--- src/rtl/dm_port_arbiter.sv ---
// dm_port_arbiter: controller in front of a single-port synchronous data RAM.
// It arbitrates the pipeline MEM stage against a debug/loader port. The pipeline
// has priority, and debug is forced in after STARVE_MAX denied cycles. Stores
// drive byte enables and lane-replicated data. Loads are extended from the
// selected lane one cycle later.
// Optional feature: define DM_ARB_PERF_CNT_EN to add the perf_stall_cnt output.
module dm_port_arbiter #(
    parameter int IDX_W      = 10,
    parameter int STARVE_MAX = 8
) (
    input  logic             clock,
    input  logic             reset,
    input  logic [1:0]       mem_ls_bit,
    input  logic             mem_we,
    input  logic             mem_ext_op,
    input  logic [31:0]      mem_addr,
    input  logic [31:0]      mem_wdata,
    output logic             mem_stall,
    output logic             mem_rvalid,
    output logic [31:0]      mem_rdata,
    output logic             mem_misalign,
    input  logic             dbg_req,
    input  logic             dbg_we,
    input  logic [31:0]      dbg_addr,
    input  logic [31:0]      dbg_wdata,
    output logic             dbg_ack,
    output logic [31:0]      dbg_rdata,
    output logic             ram_en,
    output logic [3:0]       ram_be,
    output logic [IDX_W-1:0] ram_addr,
    output logic [31:0]      ram_wdata,
    input  logic [31:0]      ram_rdata
`ifdef DM_ARB_PERF_CNT_EN
    ,
    output logic [31:0]      perf_stall_cnt
`endif
);
    localparam logic [1:0] NONE = 2'b00;
    localparam logic [1:0] WORD = 2'b01;
    localparam logic [1:0] HALF = 2'b10;
    localparam logic [1:0] BYTE = 2'b11;
    localparam int SW = $clog2(STARVE_MAX + 1);
    localparam logic [SW-1:0] STARVE_LIM = SW'(STARVE_MAX);

    typedef enum logic [1:0] {IDLE, P_RD, D_WAIT} state_t;

    state_t        state_q, state_d;
    logic [SW-1:0] starve_q, starve_d;
    logic [1:0]    ld_size_q, ld_size_d, ld_off_q, ld_off_d;
    logic          ld_ext_q, ld_ext_d, dbg_we_q, dbg_we_d;

    logic          pipe_req, misalign, dbg_gnt;
    logic [3:0]    st_be;
    logic [31:0]   st_data, ld_data;
    logic [7:0]    ld_b;
    logic [15:0]   ld_h;

    // Ungated outputs; the reset gate below forces them to 0 while reset is low
    logic             stall_c, rvalid_c, mis_c, ack_c, en_c;
    logic [31:0]      rdata_c, drdata_c, wdata_c;
    logic [3:0]       be_c;
    logic [IDX_W-1:0] addr_c;

    // Address bits above the RAM index wrap and are not used
    logic unused_bits;
    assign unused_bits = &{1'b0, mem_addr[31:IDX_W+2], dbg_addr[31:IDX_W+2], dbg_addr[1:0]};

    assign pipe_req = (mem_ls_bit != NONE);
    assign misalign = ((mem_ls_bit == WORD) && (mem_addr[1:0] != 2'b00)) ||
                      ((mem_ls_bit == HALF) && mem_addr[0]);

    // Store lane decode: byte enables and replicated write data
    always_comb begin
        st_be   = 4'b0000;
        st_data = '0;
        case (mem_ls_bit)
            WORD: begin st_be = 4'b1111; st_data = mem_wdata; end
            HALF: begin
                st_be   = mem_addr[1] ? 4'b1100 : 4'b0011;
                st_data = {2{mem_wdata[15:0]}};
            end
            BYTE: begin
                st_be   = 4'b0001 << mem_addr[1:0];
                st_data = {4{mem_wdata[7:0]}};
            end
            default: ;
        endcase
    end

    // Load lane select and sign/zero extension, using the access latched at grant
    always_comb begin
        ld_b = ram_rdata[7:0];
        case (ld_off_q)
            2'd1:    ld_b = ram_rdata[15:8];
            2'd2:    ld_b = ram_rdata[23:16];
            2'd3:    ld_b = ram_rdata[31:24];
            default: ld_b = ram_rdata[7:0];
        endcase
        ld_h = ld_off_q[1] ? ram_rdata[31:16] : ram_rdata[15:0];
        case (ld_size_q)
            BYTE:    ld_data = {{24{ld_ext_q & ld_b[7]}}, ld_b};
            HALF:    ld_data = {{16{ld_ext_q & ld_h[15]}}, ld_h};
            default: ld_data = ram_rdata;
        endcase
    end

    // Arbitration FSM: grant, RAM drive, handshake outputs and next state
    always_comb begin
        state_d   = state_q;
        ld_size_d = ld_size_q;
        ld_off_d  = ld_off_q;
        ld_ext_d  = ld_ext_q;
        dbg_we_d  = dbg_we_q;
        dbg_gnt   = 1'b0;
        stall_c   = 1'b0;
        rvalid_c  = 1'b0;
        rdata_c   = '0;
        mis_c     = 1'b0;
        ack_c     = 1'b0;
        drdata_c  = '0;
        en_c      = 1'b0;
        be_c      = 4'b0000;
        addr_c    = '0;
        wdata_c   = '0;
        case (state_q)
            IDLE: begin
                if (dbg_req && (!pipe_req || starve_q == STARVE_LIM)) begin
                    dbg_gnt  = 1'b1;
                    en_c     = 1'b1;
                    be_c     = dbg_we ? 4'b1111 : 4'b0000;
                    addr_c   = dbg_addr[IDX_W+1:2];
                    wdata_c  = dbg_we ? dbg_wdata : '0;
                    stall_c  = pipe_req;
                    dbg_we_d = dbg_we;
                    state_d  = D_WAIT;
                end else if (pipe_req) begin
                    if (misalign) begin
                        // Dropped without touching the RAM; a load still retires with 0
                        mis_c    = 1'b1;
                        rvalid_c = ~mem_we;
                    end else begin
                        en_c   = 1'b1;
                        addr_c = mem_addr[IDX_W+1:2];
                        if (mem_we) begin
                            be_c    = st_be;
                            wdata_c = st_data;
                        end else begin
                            stall_c   = 1'b1;
                            ld_size_d = mem_ls_bit;
                            ld_off_d  = mem_addr[1:0];
                            ld_ext_d  = mem_ext_op;
                            state_d   = P_RD;
                        end
                    end
                end
            end
            P_RD: begin
                rvalid_c = 1'b1;
                rdata_c  = ld_data;
                state_d  = IDLE;
            end
            D_WAIT: begin
                ack_c    = 1'b1;
                drdata_c = dbg_we_q ? '0 : ram_rdata;
                stall_c  = pipe_req;
                state_d  = IDLE;
            end
            default: state_d = IDLE;
        endcase
    end

    // Starvation counter: denied debug cycles, saturating, cleared on debug grant
    always_comb begin
        starve_d = starve_q;
        if (dbg_gnt)
            starve_d = '0;
        else if (dbg_req && state_q != D_WAIT && starve_q != STARVE_LIM)
            starve_d = starve_q + 1'b1;
    end

    // State and latched access registers
    always_ff @(posedge clock or negedge reset) begin
        if (!reset) begin
            state_q   <= IDLE;
            starve_q  <= '0;
            ld_size_q <= NONE;
            ld_off_q  <= 2'b00;
            ld_ext_q  <= 1'b0;
            dbg_we_q  <= 1'b0;
        end else begin
            state_q   <= state_d;
            starve_q  <= starve_d;
            ld_size_q <= ld_size_d;
            ld_off_q  <= ld_off_d;
            ld_ext_q  <= ld_ext_d;
            dbg_we_q  <= dbg_we_d;
        end
    end

    assign mem_stall    = reset & stall_c;
    assign mem_rvalid   = reset & rvalid_c;
    assign mem_misalign = reset & mis_c;
    assign dbg_ack      = reset & ack_c;
    assign ram_en       = reset & en_c;
    assign mem_rdata    = reset ? rdata_c  : '0;
    assign dbg_rdata    = reset ? drdata_c : '0;
    assign ram_be       = reset ? be_c     : '0;
    assign ram_addr     = reset ? addr_c   : '0;
    assign ram_wdata    = reset ? wdata_c  : '0;

`ifdef DM_ARB_PERF_CNT_EN
    logic [31:0] perf_q, perf_d;

    // Free-running stall-cycle counter, wraps at 2^32
    always_comb perf_d = perf_q + {31'b0, mem_stall};

    // Stall counter register
    always_ff @(posedge clock or negedge reset) begin
        if (!reset) perf_q <= '0;
        else        perf_q <= perf_d;
    end

    assign perf_stall_cnt = perf_q;
`endif

endmodule

--- config.mk ---
export PLATFORM = sky130hd
export DESIGN_NAME = dm_port_arbiter
export DESIGN_NICKNAME = d
export VERILOG_FILES = /design/src/rtl/dm_port_arbiter.sv
export SDC_FILE = /design/constraint.sdc
export NUM_CORES = 1
export LEC_CHECK = 0
export CAP_MARGIN = 20
export CORE_AREA = 4 4 109 111
export CTS_CLUSTER_DIAMETER = 80
export CTS_CLUSTER_SIZE = 28
export DETAILED_ROUTE_END_ITERATION = 8
export DIE_AREA = 0 0 113 115
export PLACE_DENSITY = 0.71
export SETUP_SLACK_MARGIN = 0.02
export SYNTH_ARGS = -nofsm -noshare
export SYNTH_HDL_FRONTEND = slang
export SYNTH_SLANG_ARGS = --single-unit
--- constraint.sdc ---
create_clock -name clock -period 3.7 [get_ports clock]
set_clock_uncertainty 0.2 [all_clocks]
set_input_delay 1.11 -clock clock [delete_from_list [all_inputs] [get_ports clock]]
set_output_delay 1.11 -clock clock [all_outputs]
set_load 0.005 [all_outputs]
==> reports/qor.yml, run 1 <==
status:
  status: "complete, but fails checks"
  violations: "negative setup slack"
routing:
  drt-total-wl_um: 17400
  antenna_left: 0
  firstDrtPassIters: 6
  post_drt_wl_per_cell_um: 20.1
  first_iter_violations: 360
  drc: 0
  dr_total_vias: 4604
  avgViaCountPerCell: 5.32
cells_and_area:
  seq_area_um2: 300
  multi_input_area_um2: 2540
  drive_gt1_share_pct: 42.2
  diodes: 0
  area_growth_pct: 140
  nNetsFinal: 897
  n_fill_cell: 996
  final_area_um2: 6430
  final_core_util_pct: 59.5
worst_setup_path:
  cp_common_cell: "buf_6"
  crit_path_end_kind: "primary output"
  required_ns: 2.39
  criticalPathCategory: "in2out"
  critPathMaxFanout: 5
  critPathSlowestCell: "mux4_2"
  path_cells: "buf_6 -> mux4_2 -> and2_4 -> o2111ai_4 -> buf_12 -> buf_6 -> nand2_4 -> buf_6"
  cp_slowest_stage_delay_ns: 0.48
  startpoint_type: "input port"
  crit_arrival_ns: 2.59
worst_hold_path:
  hp-class: "reg2reg"
yosys:
  syn_nets: 586
  ys.flop_type: "dfrtp_1"
  yosys-top-cells-area: "nand3_1 15%, a21oi_1 11%, dfrtp_1 11%"
  async_flop_share_pct: 100
  synth.avg_cell_area_um2: 6.45
  ys_seq_area_share_pct: 11.2
  yosysMostFrequentCell: "nand3_1"
  synth_cell_types: 41
  syn-cell-area_um2: 2680
  ys_warn_count: 0
  synth-edff-count: 0
  netlist.area_leader.share_pct: 14.7
  synth_common_cells: "79 x nand3_1, 61 x a21oi_1, 45 x nand2_1, 34 x and2_1, 26 x mux2i_1"
  synthCells: 416
  ys_seq_elements: 12
  yosysTopAreaCell: "nand3_1"
floorplan:
  die_h_um: 115
  fp.dieW_um: 113
  io_pins: 283
  rows: 38
  fp.dieArea_um2: 13000
  design.core.area_um2: 10800
  initial_utilization_pct: 24.8
placement:
  place_hpwl_um: 11600
  gp_congestion: 0.873
  place_area_um2: 5720
  port_buffers: 240
clock_tree:
  cts-root-buf: "clkbuf_8"
  clkSlewWorstSetupHoldPaths_ns: 0.05
  numCtsBuffers: 3
  cts_sinks: 12
  clk_latency_ns: 0.24
  clockBufferDepth: 2
  cts-hold-fix-buffers: 0
  h-tree-depth: 1
  cts_tree: "done"
timing:
  slew_headroom_pct: 72.3
  min_period_ns: 3.90
  setup_viol_count_final: 24
  tightest_slew_ns: 0.414
  finalMaxSlewViolations: 0
  hold_viol_final: 0
  setup_tns_ns: -3.73
  fin_ws_ns: -0.204
  max_freq_ghz: 0.256
  finalCritPeriodShare_pct: 106
  rsz0062_at_grt: "true"
run:
  maxCapViolCount: 0
global_routing:
  grt_first_pass_wirelength_um: 24900
  antenna_found_initial: 0
  track_usage_pct: 23.9
  first_global_vias: 4557
  grt_max_degree: 35
  grt_overflow_total: 0
pwr:
  total_leakage_power_nw: 3.01
  peakVddDrop_v: 0.000292
  powerDensity_nw_per_um2: 234
-- per-stage QoR --
stage,hold WS [ns],setup WS [ns],cells,total power (W)
floorplan,0.282,0.131,416,0.000689
global placement,0.314,-0.861,818,0.00114
detailed placement,0.326,-0.812,818,0.00117
CTS,0.376,-0.189,863,0.00144
global route,0.406,-0.237,865,0.00159
finish,0.390,-0.204,865,0.00150
-- timing repair --
item	CTS	global route
endpoints found under the setup margin	115	108
gates resized for setup	484	97
cloned	13	3
buffers inserted	29	3
pin swaps	20	23
-- path summary, 6_finish.rpt --
| kind | from | to | slack, ns | cells after the start |
|---|---|---|---|---|
| hold reg to reg | dbg_we_q | dbg_we_q | 0.39 | 1 |
| max in group asynchronous | reset | ld_off_q[1] | 2.22 | 5 |
| setup reg to reg | starve_q[0] | ld_off_q[1] | 1.25 | 8 |
| min in group asynchronous | reset | state_q[0] | 0.86 | 4 |
| setup / recovery | ram_rdata[31] | mem_rdata[20] | -0.20 | 8 |
| hold / removal | dbg_we_q | dbg_we_q | 0.39 | 1 |
-- power breakdown --
| part | switching [W] | internal (W) |
|---|---|---|
| Sequential | 0.0000622 | 0.000178 |
| Combinational | 0.000541 | 0.000603 |
| Clock | 0.0000453 | 0.0000715 |
-- cells by family after synthesis --
kind of cell | count (synthesis) | synth area share [%]
AND/OR/NAND/NOR | 199 | 37.2
AO/OA/AOI/OAI | 115 | 28.2
buffers and inverters | 52 | 8.35
multiplexers | 33 | 13.1
flip-flops | 12 | 11.2
XOR/XNOR | 3 | 0.980
adder cells (fa/ha/maj) | 2 | 0.933
-- cells in the final DEF, fill, tap and decap left out, types with 10 or more instances in the layout --
master / Yosys / layout
a21oi_1: 61 / 47
a21oi_2: 0 / 14
and2_1: 34 / 29
buf_12: 0 / 13
buf_16: 0 / 11
buf_2: 11 / 66
buf_4: 0 / 58
buf_6: 2 / 39
clkbuf_2: 0 / 28
clkdlybuf4s50_1: 0 / 108
dfrtp_1: 12 / 12
dlygate4sd2_1: 0 / 10
mux2i_1: 26 / 23
nand2_1: 45 / 38
nand3_1: 79 / 67
nand3_2: 0 / 11
nor2_1: 20 / 15
o21ai_0: 14 / 10
o2bb2ai_1: 16 / 13
-- worst max-delay path: cells and delay by family --
kind	cells	cell delay [ns]
buffers and inverters	4	0.48
multiplexers	1	0.48
AO/OA/AOI/OAI	1	0.29
AND/OR/NAND/NOR	2	0.23
-- state kept, by name, summed over array words and instances (netlist names) --
name,flops
dbg_we_q,1
state_q,2
ld_ext_q,1
ld_size_q,2
starve_q,4
ld_off_q,2
-- routing by layer --
metal,wire [um],track usage (%),vias up
li1,-,-,2139
met5,0,0,-
met2,8760,42.7,220
met4,328,4.09,0
met1,7200,30.4,2213
met3,1080,4.47,32
-- layout make-up --
type                       instances  share of cell area (%)
timing repair buffer             351                    52.0
multi-input combinational        352                    39.5
sequential                        12                    4.67
tap                              140                    2.73
clock buffer                       3                   0.643
inverter                           7                   0.448
Note: power is estimated with default switching activity, not from simulation.
==> run 2: changes to the inputs <==
Settings changed: MAX_ROUTING_LAYER from default to met4.
==> run 2 against run 1 <==
  * The flow still finishes with violations (negative setup slack)
  * Critical endpoint is now mem_rdata[15]
  * Sequential share of layout area shrank 0.074 points
  * Register-to-register slack lost 0.04 ns
  * Non-clock buffer count shrank 2
  * Design area grew 1.6%
  * Global-route usage grew 0.64 points
  * First-iteration DRC count shrank 17%
  * Total power grew 2.2%
  * Critical path depth shrank 1
==> reports/qor.yml, run 2 (synthesis results as in run 1) <==
clock_tree:
  numCtsBuffers: 3  # unchanged
  cts-hold-fix-buffers: 0  # unchanged
  cts-root-buf: "clkbuf_8"  # unchanged
  clkSlewWorstSetupHoldPaths_ns: 0.05  # about the same
  clockBufferDepth: 2  # unchanged
  cts_sinks: 12  # unchanged
  h-tree-depth: 1  # unchanged
  cts_tree: "done"  # unchanged
  clk_latency_ns: 0.24  # about the same
worst_setup_path:
  reg2reg_depth: 9  # was 8
  r2r_end: "ld_ext_q"  # was ld_off_q[1]
  criticalPathCategory: "in2out"  # unchanged
  crit_arrival_ns: 2.49  # was 2.59 ns
  critPathMaxFanout: 5  # unchanged
  r2r-start: "starve_q[0]"  # unchanged
  reg2reg_setup_slack_ns: 1.21  # was 1.25 ns
  startpoint_type: "input port"  # unchanged
  startpoint: "ram_rdata[31]"  # unchanged
  crit_path_end_kind: "primary output"  # unchanged
  required_ns: 2.39  # about the same
global_routing:
  grt_max_degree: 35  # unchanged
  grt_first_pass_wirelength_um: 25100  # was 24900 um
  antenna_found_initial: 2  # was 0
  track_usage_pct: 24.5  # was 23.9%
  first_global_vias: 4686  # was 4557
  grt_overflow_total: 0  # unchanged
timing:
  max_freq_ghz: 0.263  # was 0.256 GHz
  finalCritPeriodShare_pct: 103  # was 106%
  hold_viol_final: 0  # unchanged
  holdWs_ns: 0.379  # was 0.390 ns
  rsz0062_at_grt: "true"  # unchanged
  tightest_slew_ns: 0.587  # was 0.414 ns
  fin_ws_ns: -0.105  # was -0.204 ns
  setup_viol_count_final: 24  # unchanged
  min_period_ns: 3.80  # was 3.90 ns
  setup_tns_ns: -2.01  # was -3.73 ns
  slew_headroom_pct: 60.7  # was 72.3%
  finalMaxSlewViolations: 0  # unchanged
cells_and_area:
  area_growth_pct: 144  # was 140%
  final_core_util_pct: 60.5  # was 59.5%
  drive_gt1_share_pct: 44.1  # was 42.2%
  max_flop_register: "starve_q"  # unchanged
  final_common_cell: "clkdlybuf4s50_1"  # unchanged
  largest_reg_flops: 4  # unchanged
  mostFrequentLayoutCells: "106 x clkdlybuf4s50_1, 65 x buf_4, 55 x nand3_1, 55 x buf_2, 44 x a21oi_1"  # was 108 x clkdlybuf4s50_1, 67 x nand3_1, 66 x buf_2, 58 x buf_4, 47 x a21oi_1
  nNetsFinal: 896  # was 897
  final_area_um2: 6530  # was 6430 um^2
floorplan:
  initial_utilization_pct: 24.8  # unchanged
  die_h_um: 115  # unchanged
  fp.dieW_um: 113  # unchanged
  design.core.area_um2: 10800  # unchanged
  fp.dieArea_um2: 13000  # unchanged
  io_pins: 283  # unchanged
  rows: 38  # unchanged
pwr:
  total_leakage_power_nw: 3.02  # was 3.01 nW
  powerDensity_nw_per_um2: 235  # was 234 nW/um^2
  peakVddDrop_v: 0.000301  # was 0.000292 V
  power_w: 0.00153  # was 0.00150 W
status:
  violations: "negative setup slack"  # unchanged
  status: "complete, but fails checks"  # unchanged
run:
  maxCapViolCount: 0  # unchanged
placement:
  place_area_um2: 5710  # was 5720 um^2
  place_hpwl_um: 11700  # was 11600 um
  gp_congestion: 0.895  # was 0.873
  port_buffers: 240  # unchanged
routing:
  drt-total-wl_um: 17900  # was 17400 um
  post_drt_wl_per_cell_um: 20.6  # was 20.1 um
  drc: 0  # unchanged
  firstDrtPassIters: 5  # was 6
  antenna_left: 0  # unchanged
  dr_total_vias: 4614  # was 4604
  avgViaCountPerCell: 5.32  # about the same
  first_iter_violations: 300  # was 360
worst_hold_path:
  min_to: "starve_q[1]"  # was dbg_we_q
  hold_path_startpoint: "starve_q[1]"  # was dbg_we_q
  hp-class: "reg2reg"  # unchanged
  hold-path-cell-count: 2  # was 1
==> run 2: cell count changes in the layout (fill, tap and decap cells not counted), sizes merged <==
cell / previous run / this run
diode: 0 / 3
nand2: 45 / 46
buf: 187 / 174
clkdlybuf4s50: 108 / 106
clkbuf: 34 / 35
dlymetal6s2s: 6 / 8
dlygate4sd2: 10 / 17
clkdlybuf4s15: 8 / 11
==> run 2: per-layer routing <==
layer  wire (um)  share of wire (%)  up-vias  track usage (%)
li1            -                  -     2136                -
met1        7380                 41     2227             30.6
met2        9130                 51      223             43.0
met3        1040                5.8       28             2.95
met4         303                1.7        0             4.73
met5           0                  0        -                -
==> run 2: final cells by class <==
cell class / instances / area (um^2)
Fill cell: 987 / 4260
Timing Repair Buffer: 349 / 3330
Multi-Input combinational cell: 353 / 2650
Sequential cell: 12 / 300
Tap cell: 140 / 175
Clock buffer: 3 / 41.3
Inverter: 7 / 28.8
Antenna cell: 3 / 7.51
==> run 2: through the flow <==
step                std cells  setup slack (ns)
floorplan                 416             0.131
global placement          819            -0.896
detailed placement        819            -0.846
CTS                       859            -0.110
global route              866            -0.132
finish                    867            -0.105
==> run 2: critical path, cell delays in order <==
cell and delay (ns):
buf_6 0.09, mux4_2 0.48, buf_4 0.15, and3_4 0.21
buf_6 0.13, o221a_4 0.21, buf_6 0.11
==> run 2: worst max path at each step <==
stage | endpoint | slack [ns] | cells after the start
after floorplan | ram_wdata[11] | 0.13 | 7
after global placement | mem_stall | -0.90 | 6
after detailed placement | ram_wdata[26] | -0.85 | 7
after CTS | mem_rdata[21] | -0.11 | 8
after global routing | mem_rdata[17] | -0.13 | 7
final | mem_rdata[15] | -0.10 | 7
==> run 2: what timing repair did <==
item                                   in CTS  in global routing
setup buffers                              25                  5
setup endpoints to repair                 115                113
cloned                                     12                  7
resized for setup                         458                122
pin swaps                                  20                 23
endpoints found under the hold margin       0                  0
==> run 2: power breakdown <==
group | switching (W) | internal, W | leakage [nW]
Sequential | 0.0000581 | 0.000178 | 0.148
Clock | 0.0000454 | 0.0000715 | 0.0216
Combinational | 0.000561 | 0.000620 | 2.85
Total | 0.000664 | 0.000870 | 3.02
